[src/rtl/mem_ctrl_pkg.sv]
// Shared definitions for the MEM-stage memory controller.
// Holds the pipeline value/register-address widths, the external SRAM
// geometry, and the state encoding of the SRAM pin sequencer.
package mem_ctrl_pkg;

  localparam int REG_VALUE_W = 16;  // width of a register value / ALU result
  localparam int REG_ADDR_W  = 5;   // width of a register-file index
  localparam int SRAM_ADDR_W = 18;  // external SRAM address bus
  localparam int SRAM_DATA_W = 16;  // external SRAM data bus

  // Zero-extension applied to the ALU result to form the SRAM address.
  localparam int SRAM_ADDR_PAD = SRAM_ADDR_W - REG_VALUE_W;

  typedef enum logic [2:0] {
    ST_IDLE     = 3'd0,
    ST_RD_ADDR  = 3'd1,
    ST_RD_DATA  = 3'd2,
    ST_WR_ADDR  = 3'd3,
    ST_WR_PULSE = 3'd4,
    ST_WR_REC   = 3'd5,
    ST_DONE     = 3'd6
  } seq_state_e;

  // True while an SRAM access is actually in flight (chip enabled).
  function automatic logic in_access(input seq_state_e s);
    return (s != ST_IDLE) && (s != ST_DONE);
  endfunction

endpackage

[src/rtl/sram_seq.sv]
// SRAM pin sequencer.
// Turns a single-cycle read/write request into the asynchronous SRAM pin
// protocol. Read: RD_ADDR -> RD_DATA -> DONE. Write: WR_ADDR -> WR_PULSE ->
// WR_REC -> DONE. A write request wins over a simultaneous read request.
// Ports:
//   clk, rst               clock, asynchronous active-high reset
//   mem_read, mem_write    request, sampled while IDLE
//   addr, wdata            address (ALU result) and store data
//   idle, busy, done       sequencer status (busy = access in flight)
//   done_read              in DONE after a read; rdata is then valid
//   rdata                  registered read data
//   ram_*                  SRAM pins (control pins active-low)
module sram_seq
  import mem_ctrl_pkg::*;
(
  input  logic                   clk,
  input  logic                   rst,
  input  logic                   mem_read,
  input  logic                   mem_write,
  input  logic [REG_VALUE_W-1:0] addr,
  input  logic [REG_VALUE_W-1:0] wdata,
  output logic                   idle,
  output logic                   busy,
  output logic                   done,
  output logic                   done_read,
  output logic [SRAM_DATA_W-1:0] rdata,
  output logic [SRAM_ADDR_W-1:0] ram_addr,
  output logic [SRAM_DATA_W-1:0] ram_dout,
  input  logic [SRAM_DATA_W-1:0] ram_din,
  output logic                   ram_doe,
  output logic                   ram_oe_n,
  output logic                   ram_we_n,
  output logic                   ram_en_n
);

  seq_state_e state_q;
  seq_state_e state_d;
  logic       is_read_q;
  logic       start;

  assign start = (state_q == ST_IDLE) && (mem_read || mem_write);

  // Pin controls are decoded straight from the state register, so an
  // asynchronous reset drops write-enable and bus drive immediately.
  always_comb begin
    // NOTE: every output of this block gets a default first; otherwise a
    // path that skips an assignment infers a latch.
    state_d  = state_q;
    ram_doe  = 1'b0;
    ram_oe_n = 1'b1;
    ram_we_n = 1'b1;
    ram_en_n = 1'b1;
    unique case (state_q)
      ST_IDLE: begin
        if (mem_write)     state_d = ST_WR_ADDR;
        else if (mem_read) state_d = ST_RD_ADDR;
      end
      ST_RD_ADDR: begin
        state_d  = ST_RD_DATA;
        ram_oe_n = 1'b0;
        ram_en_n = 1'b0;
      end
      ST_RD_DATA: begin
        state_d  = ST_DONE;
        ram_oe_n = 1'b0;
        ram_en_n = 1'b0;
      end
      ST_WR_ADDR: begin
        state_d  = ST_WR_PULSE;
        ram_doe  = 1'b1;
        ram_en_n = 1'b0;
      end
      ST_WR_PULSE: begin
        state_d  = ST_WR_REC;
        ram_doe  = 1'b1;
        ram_we_n = 1'b0;
        ram_en_n = 1'b0;
      end
      ST_WR_REC: begin
        state_d  = ST_DONE;
        ram_doe  = 1'b1;
        ram_en_n = 1'b0;
      end
      ST_DONE: state_d = ST_IDLE;
      default: state_d = ST_IDLE;
    endcase
  end

  always_ff @(posedge clk or posedge rst) begin
    // NOTE: sequential state uses non-blocking assignments so every register
    // samples pre-edge values regardless of statement order.
    if (rst) begin
      state_q   <= ST_IDLE;
      ram_addr  <= '0;
      ram_dout  <= '0;
      is_read_q <= 1'b0;
      rdata     <= '0;
    end else begin
      state_q <= state_d;
      // Address and store data are frozen for the whole access.
      if (start) begin
        ram_addr  <= {{SRAM_ADDR_PAD{1'b0}}, addr};
        ram_dout  <= wdata;
        is_read_q <= !mem_write;
      end
      // Data is taken from the bus at the end of the second OE-low cycle.
      if (state_q == ST_RD_DATA) rdata <= ram_din;
    end
  end

  assign idle      = (state_q == ST_IDLE);
  assign busy      = in_access(state_q);
  assign done      = (state_q == ST_DONE);
  assign done_read = done && is_read_q;

endmodule

[src/rtl/mem_ctrl.sv]
// MEM pipeline stage with an external asynchronous SRAM.
// Stalls earlier stages while an SRAM access runs, then releases the
// instruction into the MEM/WB register with either the loaded data or the
// ALU result. Counts completed SRAM accesses.
// Ports:
//   clk, rst                         clock, asynchronous active-high reset
//   mem_read, mem_write              memory request from EXE
//   addr, wdata                      ALU result / address, store data
//   reg_write, reg_addr              writeback control, passed through
//   hold                             combinational stall to ID/EXE and earlier
//   reg_write_out, reg_addr_out,
//   result_out                       registered MEM/WB fields
//   ram_addr, ram_dout, ram_din,
//   ram_doe, ram_oe_n, ram_we_n,
//   ram_en_n                         SRAM interface
//   acc_cnt                          completed-access counter (wraps)
module mem_ctrl
  import mem_ctrl_pkg::*;
(
  input  logic                   clk,
  input  logic                   rst,
  input  logic                   mem_read,
  input  logic                   mem_write,
  input  logic [REG_VALUE_W-1:0] addr,
  input  logic [REG_VALUE_W-1:0] wdata,
  input  logic                   reg_write,
  input  logic [REG_ADDR_W-1:0]  reg_addr,
  output logic                   hold,
  output logic                   reg_write_out,
  output logic [REG_ADDR_W-1:0]  reg_addr_out,
  output logic [REG_VALUE_W-1:0] result_out,
  output logic [SRAM_ADDR_W-1:0] ram_addr,
  output logic [SRAM_DATA_W-1:0] ram_dout,
  input  logic [SRAM_DATA_W-1:0] ram_din,
  output logic                   ram_doe,
  output logic                   ram_oe_n,
  output logic                   ram_we_n,
  output logic                   ram_en_n,
  output logic [31:0]            acc_cnt
);

  logic                   seq_idle;
  logic                   seq_busy;
  logic                   seq_done;
  logic                   seq_done_read;
  logic [SRAM_DATA_W-1:0] seq_rdata;

  sram_seq u_sram_seq (
    .clk       (clk),
    .rst       (rst),
    .mem_read  (mem_read),
    .mem_write (mem_write),
    .addr      (addr),
    .wdata     (wdata),
    .idle      (seq_idle),
    .busy      (seq_busy),
    .done      (seq_done),
    .done_read (seq_done_read),
    .rdata     (seq_rdata),
    .ram_addr  (ram_addr),
    .ram_dout  (ram_dout),
    .ram_din   (ram_din),
    .ram_doe   (ram_doe),
    .ram_oe_n  (ram_oe_n),
    .ram_we_n  (ram_we_n),
    .ram_en_n  (ram_en_n)
  );

  // Stall from the cycle a memory instruction arrives until DONE. In DONE
  // the same instruction is still presented but is released this edge, so
  // a non-memory instruction never stalls.
  assign hold = (seq_idle && (mem_read || mem_write)) || seq_busy;

  always_ff @(posedge clk or posedge rst) begin
    if (rst) begin
      reg_write_out <= 1'b0;
      reg_addr_out  <= '0;
      result_out    <= '0;
    end else if (hold) begin
      // Bubble: nothing writes back while stalled.
      reg_write_out <= 1'b0;
    end else begin
      reg_write_out <= reg_write;
      reg_addr_out  <= reg_addr;
      result_out    <= seq_done_read ? seq_rdata : addr;
    end
  end

  // Only completed accesses count: a reset mid-access never reaches DONE.
  always_ff @(posedge clk or posedge rst) begin
    if (rst)           acc_cnt <= '0;
    else if (seq_done) acc_cnt <= acc_cnt + 32'd1;
  end

endmodule

[config.mk]
export PLATFORM = sky130hd
export DESIGN_NAME = mem_ctrl
export DESIGN_NICKNAME = d
export VERILOG_FILES = /design/src/rtl/mem_ctrl_pkg.sv /design/src/rtl/sram_seq.sv /design/src/rtl/mem_ctrl.sv
export SDC_FILE = /design/constraint.sdc
export NUM_CORES = 1
export LEC_CHECK = 0
export CAP_MARGIN = 20
export CORE_ASPECT_RATIO = 1.4
export CORE_MARGIN = 1
export CORE_UTILIZATION = 35
export CTS_CLUSTER_DIAMETER = 40
export DETAILED_ROUTE_END_ITERATION = 8
export GPL_TIMING_DRIVEN = 1
export SLEW_MARGIN = 20
export SYNTH_ARGS = -nofsm -noshare
export SYNTH_HDL_FRONTEND = slang
export SYNTH_SLANG_ARGS = --single-unit
[constraint.sdc]
create_clock -name clk -period 3.8 [get_ports clk]
set_input_delay 0.57 -clock clk [delete_from_list [all_inputs] [get_ports clk]]
set_output_delay 0.57 -clock clk [all_outputs]
set_load 0.03 [all_outputs]
==> results of run 1 <==
cell type report:
| cell class | count | area share (%) |
|---|---|---|
| Inverter | 7 | 0.4482 |
| Clock buffer | 10 | 3.566 |
| Multi-Input combinational cell | 221 | 26.64 |
| Clock inverter | 6 | 1.383 |
| Timing Repair Buffer | 152 | 23.73 |
| Sequential cell | 106 | 41.31 |
| Tap cell | 150 | 2.923 |
per-stage QoR:
| stage | instances | power (mW) | util (%) | cell area, um2 |
|---|---|---|---|---|
| 6_report | 652 | 5.325 | 51.90 | 6421 |
| 5_1_grt | 652 | 5.630 | 51.90 | 6421 |
| 4_1_cts | 652 | 5.407 | 51.90 | 6421 |
| 3_5_place_dp | 636 | 4.390 | 49.33 | 6103 |
| 3_3_place_gp | 636 | 4.336 | 49.33 | 6103 |
| 2_1_floorplan | 352 | 3.382 | - | 4473 |
cell usage in the layout (no fill, tap or decap), drive strengths merged, types with 2 or more instances in the layout:
cell,synthesis,final
clkdlybuf4s50,0,148
mux2,54,54
xor2,19,19
nor2b,2,2
conb,1,2
or2,2,2
a21o,3,3
and4,2,2
nand2b,2,2
nand4,8,8
or4,3,3
bufinv,0,2
nor2,27,27
nand2,15,15
and2,2,2
nand3,4,4
nor3,11,11
nor4,6,6
or3,2,2
clkinvlp,0,2
clkbuf,6,10
a21oi,19,19
mux2i,16,16
xnor2,12,12
inv,7,8
ha,2,2
buf,12,4
dfrtp,106,106
layer usage:
metal / wire length [um] / share of wire, % / up-vias
met1: 4146 / 40 / 1541
li1: - / - / 1504
met3: 928 / 8.9 / 10
met5: 0 / 0 / -
met4: 124 / 1.2 / 0
met2: 5172 / 50 / 116
state kept, by name (all words and copies together), names as in the netlist:
| register | cells |
|---|---|
| acc_cnt | 32 |
| reg_addr_out | 5 |
| reg_write_out | 1 |
| result_out | 16 |
| u_sram_seq.is_read_q | 1 |
| u_sram_seq.ram_addr | 16 |
| u_sram_seq.ram_dout | 16 |
| u_sram_seq.rdata | 16 |
| u_sram_seq.state_q | 3 |
cell families after synthesis:
family,count (synthesis),share of synthesized area (%)
multiplexers,70,17.19
other,1,0.08391
flip-flops,106,59.35
buffers and inverters,25,2.604
AO/OA/AOI/OAI,25,3.164
adder cells (fa/ha/maj),2,0.5598
AND/OR/NAND/NOR,91,10.97
XOR/XNOR,31,6.075
report_power, final:
part	leakage [nW]	internal (mW)	switching (mW)
Clock	0.149	0.579	0.412
Combinational	1.35	1.16	1.35
Sequential	1.30	1.56	0.261
synth_stat cells, types with 3 or more instances:
master | number | area (um2)
sky130_fd_sc_hd__dfrtp_1 | 106 | 2653
sky130_fd_sc_hd__mux2_2 | 54 | 608.1
sky130_fd_sc_hd__nor2_1 | 27 | 101.4
sky130_fd_sc_hd__a21oi_1 | 19 | 95.09
sky130_fd_sc_hd__xor2_1 | 19 | 166.4
sky130_fd_sc_hd__mux2i_1 | 16 | 160.2
sky130_fd_sc_hd__nand2_1 | 15 | 56.30
sky130_fd_sc_hd__xnor2_1 | 12 | 105.1
sky130_fd_sc_hd__nor3_1 | 11 | 55.05
sky130_fd_sc_hd__buf_2 | 9 | 45.04
sky130_fd_sc_hd__inv_1 | 7 | 26.28
sky130_fd_sc_hd__nand4_1 | 7 | 43.79
sky130_fd_sc_hd__clkbuf_1 | 6 | 22.52
sky130_fd_sc_hd__nand3_1 | 4 | 20.02
sky130_fd_sc_hd__nor4_1 | 4 | 25.02
sky130_fd_sc_hd__a21o_1 | 3 | 22.52
sky130_fd_sc_hd__buf_4 | 3 | 22.52
sky130_fd_sc_hd__or4_1 | 3 | 22.52
path summary, 6_finish.rpt:
path	endpoint	slack [ns]
worst max-delay path	hold	0.81
worst min-delay path	acc_cnt[31]$_DFFE_PP0N_	0.47
worst max register to register	u_sram_seq.ram_dout[12]$_DFFE_PP0P_	1.30
worst min register to register	acc_cnt[31]$_DFFE_PP0N_	0.47
max in group asynchronous	result_out[11]$_DFFE_PP0N_	2.44
min in group asynchronous	u_sram_seq.ram_dout[3]$_DFFE_PP0P_	0.62
==> impl_summary.md, run 1 <==
Clock tree
The quantity of hold-fixing buffers added after cts is 0. In this run the number of H-tree levels came out at 3. Clock tree synthesis selected as its root buffer the cell sky130_fd_sc_hd__clkbuf_16. The tree built by TritonCTS fans out to 106 sinks. The clock reaches the later pin of the worst-skew pair after 0.34 ns.

The clock slew at the register clock pins of the worst setup and hold paths is 0.07 ns. TritonCTS built the clock tree. In this run, CTS created clock tree buffers numbering 9. The post-CTS setup repair buffer count is 0.

Counting along the longest clock path gives a buffer depth of 2. The number of resized instances in the post-cts repair step is 0.

Critical path
The highest cell delay on the worst timing path is 0.62 ns. The most frequent cell on the critical path is sky130_fd_sc_hd__clkdlybuf4s50_1. Walking the worst path, the cells encountered are clkdlybuf4s50_1 > or2_2 > a2111oi_2 > inv_1 > clkdlybuf4s50_1. Along the worst path, the maximum fanout reaches 3. The launch point of the worst reg-to-reg path is u_sram_seq.state_q[1]$_DFFE_PP0P_. The worst setup path is captured at an output pin.

For the worst flop-to-flop path, the logic depth is 4. The most critical setup path has its startpoint at mem_read. The critical path runs through a total of 5 cells. STA classifies the critical path startpoint as an input pin. The cell family contributing the most delay on the critical path is buffers and inverters. The critical path arrival is 2.42 ns. The largest individual stage delay along the critical path comes from the cell sky130_fd_sc_hd__clkdlybuf4s50_1. At the worst endpoint, the required time is 3.23 ns. The classification of the worst setup path is in2out. The buffers plus inverters on the worst setup path is 3.

Placement
The worst slack at placement is 0.7747 ns. Summed over all nets, the half-perimeter wirelength after detailed placement is 7534 um. The routability congestion estimate from global placement is 0.7397.

Port buffering added 148 buffers.

Die
The height of the die is 135.7 um. The die covers 13230 um2. The floorplan die width is 97.51 um.

The core area is 12370 um2. The initial cell density of the core is 36.12%. 151 I/O pins were placed. Row generation in the floorplan step produced 48 rows.

Power and ir drop
Summed over all cells, the static leakage comes to 2.799 nW. The power density over the cells is 829.4 nW/um2. The largest voltage drop on the vdd net is 373.6 uV.

Routing
The detail route stage leaves a number of antenna-violating nets equal to 0. Summing over every cut layer, the via total after detailed routing is 3171. The detailed router finished its first iteration with 68 violations. Dividing the detail-routed wire length by the instance count gives 15.91 um. The total detailed-routing wirelength is 10370 um.

The DRC violation count after routing is 0. Using the TritonRoute via totals, the vias-per-cell ratio works out to 4.863. The first detailed-routing pass took 4 iterations.

STA
Setup repair after global routing left no endpoint under its margin. Static timing analysis puts the maximum clock frequency at 334.6 MHz. The worst path in the final design needs a cycle of 2.988 ns, including I/O delays and setup.

The max-slew violation count came to 0. The count of endpoints failing hold in the final timing report is 0. Hold timing on the final database bottoms out at a slack of 0.4729 ns. After routing, the total negative slack on setup checks comes to 0 ns. The post-route clock skew is 0.01052 ns. The slew at the pin with the worst max-slew slack is 1.022 ns. In the post-route analysis, the smallest setup slack over all paths is 0.8116 ns. Headroom to the max-slew limit came out at 31.73%.

After layout, the worst path uses 78.64% of the clock period. The setup-violating endpoint count in the final report is 0.

Synthesis
Summing every instance area after synthesis gives 4469 um2. The number of synthesized register bits is 106. The primary flip-flop cell chosen by synthesis mapping is sky130_fd_sc_hd__dfrtp_1. Yosys mapped a number of flops with a built-in enable equal to 0. The count of warnings emitted by yosys is 0. The average instance in the mapped netlist occupies 12.73 um2. The share of synthesized area occupied by flip-flops and latches is 59.35%. Synthesis handed over a netlist of 351 instances. The netlist uses 36 different library cells. Of all flip-flops after synthesis, the portion carrying an async set or reset was 100.0%.

Global route
The met1 usage is 18.20%. The largest net degree at the start of global routing is 66. The layer with the highest usage after global routing is met2. The global-route congestion overflow total is 0.

The global-route wire length before repair is 16700 um. Global routing used 16.09% of the available tracks. The global-route track usage on met2 is 27.20%. The via count of the first global-routing pass is 3287. The initial antenna violation count came to 0. The met3 capacity usage during global routing is 7.121%.

Worst hold path
Counting instances, the worst hold path has a depth of 1. The worst hold path begins at acc_cnt[31]$_DFFE_PP0N_. The worst hold path belongs to the class reg2reg.

Finish
In the final layout, flip-flops and latches occupy 2653 um2. The area of combinational cells with multiple inputs is 1710 um2. The repair_antennas step left the layout with diodes totalling 0. Of the cells placed in the final design, the portion with a size suffix greater than 1 is 16.14%.

Fill cells in the final layout number 1109. The synthesis-to-layout area growth is 43.67%. The final-stage net count is 557.

Status
The flow ran to the end, and the final reports show no timing, DRC or antenna violations.

Flow run
Across the run, the number of max-cap violations was 0.
Power figures use the tool's default switching activity.
==> run 2: changes to the inputs <==
PLACE_DENSITY = 0.67   (was default)
clock period = 2.7 ns   (was 3.8 ns; I/O delays follow)
==> run 2 against run 1 <==
Die area unchanged; first-iteration DRC count is 1.5% higher; via count grew 2.5%; power grew 40%; worst hold slack better by 0.0090 ns; highest routed layer unchanged.
==> impl_summary.md, run 2 (synthesized netlist as in run 1, its figures left out) <==
Routing
The count of routing violations after the opening detailed-route iteration is 69. For this run, design rule violations remaining after detail routing come to 0. For this block, the via count after detailed routing is 3250. Summed over all layers, the routed wires come to 10540 um.

In the routed layout, each cell is associated on average with a via count of 4.969. The total iterations of the first detailed-routing run is 4. The average wire per cell in the routed design is 16.12 um. The post-detailed-route count of antenna-violating nets is 0.

Critical path
The signal on the critical path passes through nor3_2 > a21o_1 > clkdlybuf4s50_1. The number of gates on the worst path with buffers counted is 3. The highest-delay cell along the critical path is sky130_fd_sc_hd__clkdlybuf4s50_1.

The kind of cell adding the most delay to the critical path is buffers and inverters. The classification of the worst setup path is reg2out. The worst path required time is 2.30 ns. The critical path arrival is 2.03 ns. The endpoint class of the critical path is an output pin. Counting both buffers and inverters, the worst setup path holds a total of 1. Along the worst path, the maximum fanout reaches 11.

Counting cells, the worst reg-to-reg path comes to 4. The worst setup path is launched from a flip-flop. The highest cell delay on the worst timing path is 0.66 ns.

Worst hold path
Along the worst hold path, the cell count comes to 1. The path class of the lowest-slack min-delay path is reg2reg.

Die
During I/O placement, the number of pins put on the boundary was 151. The initialized floorplan defines 48 standard-cell rows. The height of the die is 135.7 um.

After floorplanning, the core was sized to cover 12370 um2. The initial cell density of the core is 36.12%. The die outline area is 13230 um2. The floorplan die width is 97.51 um.

Global route
The global-route track usage on met2 is 28.75%. The global-route congestion overflow total is 0. Entering global routing, the biggest net connects 107 pins. The total global-route track usage is 16.48%. The layer with the highest usage after global routing is met2. Global routing used 5.728% of the available met3 tracks.

For this run, global-route usage on met1 was measured as 18.89%. The initial antenna violation count is 0. The first global-routing pass estimated 17280 um of wire. The via count of the first global-routing pass was 3497.

Flow run
Max-cap violations in this run came to 0.

Clock tree
The buffer levels on the longest clock path is 2. The quantity of hold-fixing buffers added after cts is 0. The library cell used as clock root buffer is sky130_fd_sc_hd__clkbuf_16. TritonCTS built the clock tree.

Once the clock tree was built, the setup fixing pass inserted 0 buffers. TritonCTS created 9 clock buffers. The clock slew at the register clock pins of the worst setup and hold paths is 0.07 ns. The clock net in this run drives a total of 106 sinks.

The number of resized instances in the post-cts repair step is 0. In this run the number of H-tree levels came out at 3. The later pin in the worst-skew pair is clocked with a latency of 0.35 ns.

Finish
In the layout the commonest cells are 147 x sky130_fd_sc_hd__clkdlybuf4s50_1, 106 x sky130_fd_sc_hd__dfrtp_1, 54 x sky130_fd_sc_hd__mux2_2. The area growth from synthesis to layout is 43.73%. Leaving out fill and tap cells, the most frequent cell in the layout is sky130_fd_sc_hd__clkdlybuf4s50_1. 0 antenna diodes ended up in the layout.

The register with the most flip-flops in the layout has 32 of them. Ranked by flip-flop count, first place goes to acc_cnt. The fraction of final layout cells with drive strength greater than 1 is 17.06%. At the end of the flow, the number of nets in the layout was 559.

STA
The post-route minimum period is 2.433 ns. Derived from the worst setup path, the maximum achievable clock frequency is 411.0 MHz. The post-layout worst setup margin is 0.2671 ns. The final critical path takes up 90.11% of the cycle.

Measured against its own limit, the worst slew margin works out to 61.85%. The max-slew violation count came to 0. For the final database, setup skew stands at 0.004987 ns. At the pin with the least slew margin, the transition time is 0.5722 ns.

Setup violations remaining at the end of the flow were counted as 0. The count of endpoints failing hold in the final timing report was 0. Summed over all failing endpoints, the final setup total negative slack is 0 ns. Setup repair after global routing left no endpoint under its margin.

Placement
After legalization and detailed placement, the total HPWL measured 7556 um. The routability congestion estimate from global placement is 0.7725. The worst slack at placement is 0.3179 ns.

In this run the tool buffered the top-level ports with 148 buffer cells.

Power and ir drop
The internal portion of the total power is 4.504 mW. The clock group share of total power is 17.0%. For this design the ratio of total power to cell area is 1158 nW/um2. The largest voltage drop on the vdd net is 677.2 uV.

Net switching is 39.45% of the power. The switching component of the power is 2.934 mW. Per report_power, the sequential group accounts for 34.8% of the total. The cell leakage power is 2.802 nW.

The overall power after layout is 7.438 mW. The combinational power share is 48.2%.

Status
The run finished with clean final reports.
[run 2: area by class of cell]
class / instances / area [um2]
fill: 1112 / 5948
timing repair buffer: 154 / 1549
sequential: 106 / 2653
inverter: 7 / 30.03
multi-input combinational: 221 / 1715
clock buffer: 9 / 225.2
clock inverter: 7 / 63.81
tap: 150 / 187.7
[run 2: routing by layer]
| layer | wire length, um | part of all wire (%) | vias to the layer above |
|---|---|---|---|
| met5 | 0 | 0 | - |
| met2 | 5314 | 50 | 122 |
| met4 | 123 | 1.2 | 0 |
| met1 | 4273 | 41 | 1607 |
| li1 | - | - | 1509 |
| met3 | 830 | 7.9 | 12 |
[run 2: power groups by stage]
| stage | sequential (mW) | combinational [mW] | clock (mW) |
|---|---|---|---|
| after floorplan | 3.41 | 1.35 | 0 |
| after global placement | 2.59 | 3.55 | 0 |
| after detailed placement | 2.61 | 3.62 | 0 |
| after CTS | 2.59 | 3.63 | 1.31 |
| after global routing | 2.67 | 3.81 | 1.36 |
| final | 2.59 | 3.59 | 1.26 |
[run 2: worst paths after layout]
check	start	endpoint	slack [ns]
worst min-delay path	acc_cnt[31]$_DFFE_PP0N_	acc_cnt[31]$_DFFE_PP0N_	0.48
worst max-delay path	u_sram_seq.state_q[1]$_DFFE_PP0P_	ram_en_n	0.27
worst min register to register	acc_cnt[31]$_DFFE_PP0N_	acc_cnt[31]$_DFFE_PP0N_	0.48
worst max register to register	u_sram_seq.state_q[2]$_DFFE_PP0P_	acc_cnt[29]$_DFFE_PP0N_	0.49
max in group asynchronous	rst	reg_addr_out[1]$_DFFE_PP0N_	1.71
min in group asynchronous	rst	u_sram_seq.ram_dout[10]$_DFFE_PP0P_	0.56
[run 2: stage by stage]
step / std cells / util (%) / hold slack (ns) / instance area [um2]
final: 654 / 51.92 / 0.4819 / 6424
after global routing: 654 / 51.92 / 0.5189 / 6424
after CTS: 654 / 51.88 / 0.4897 / 6419
after detailed placement: 638 / 49.54 / 0.4799 / 6130
after global placement: 638 / 49.54 / 0.4580 / 6130
after floorplan: 352 / - / 0.4800 / 4477
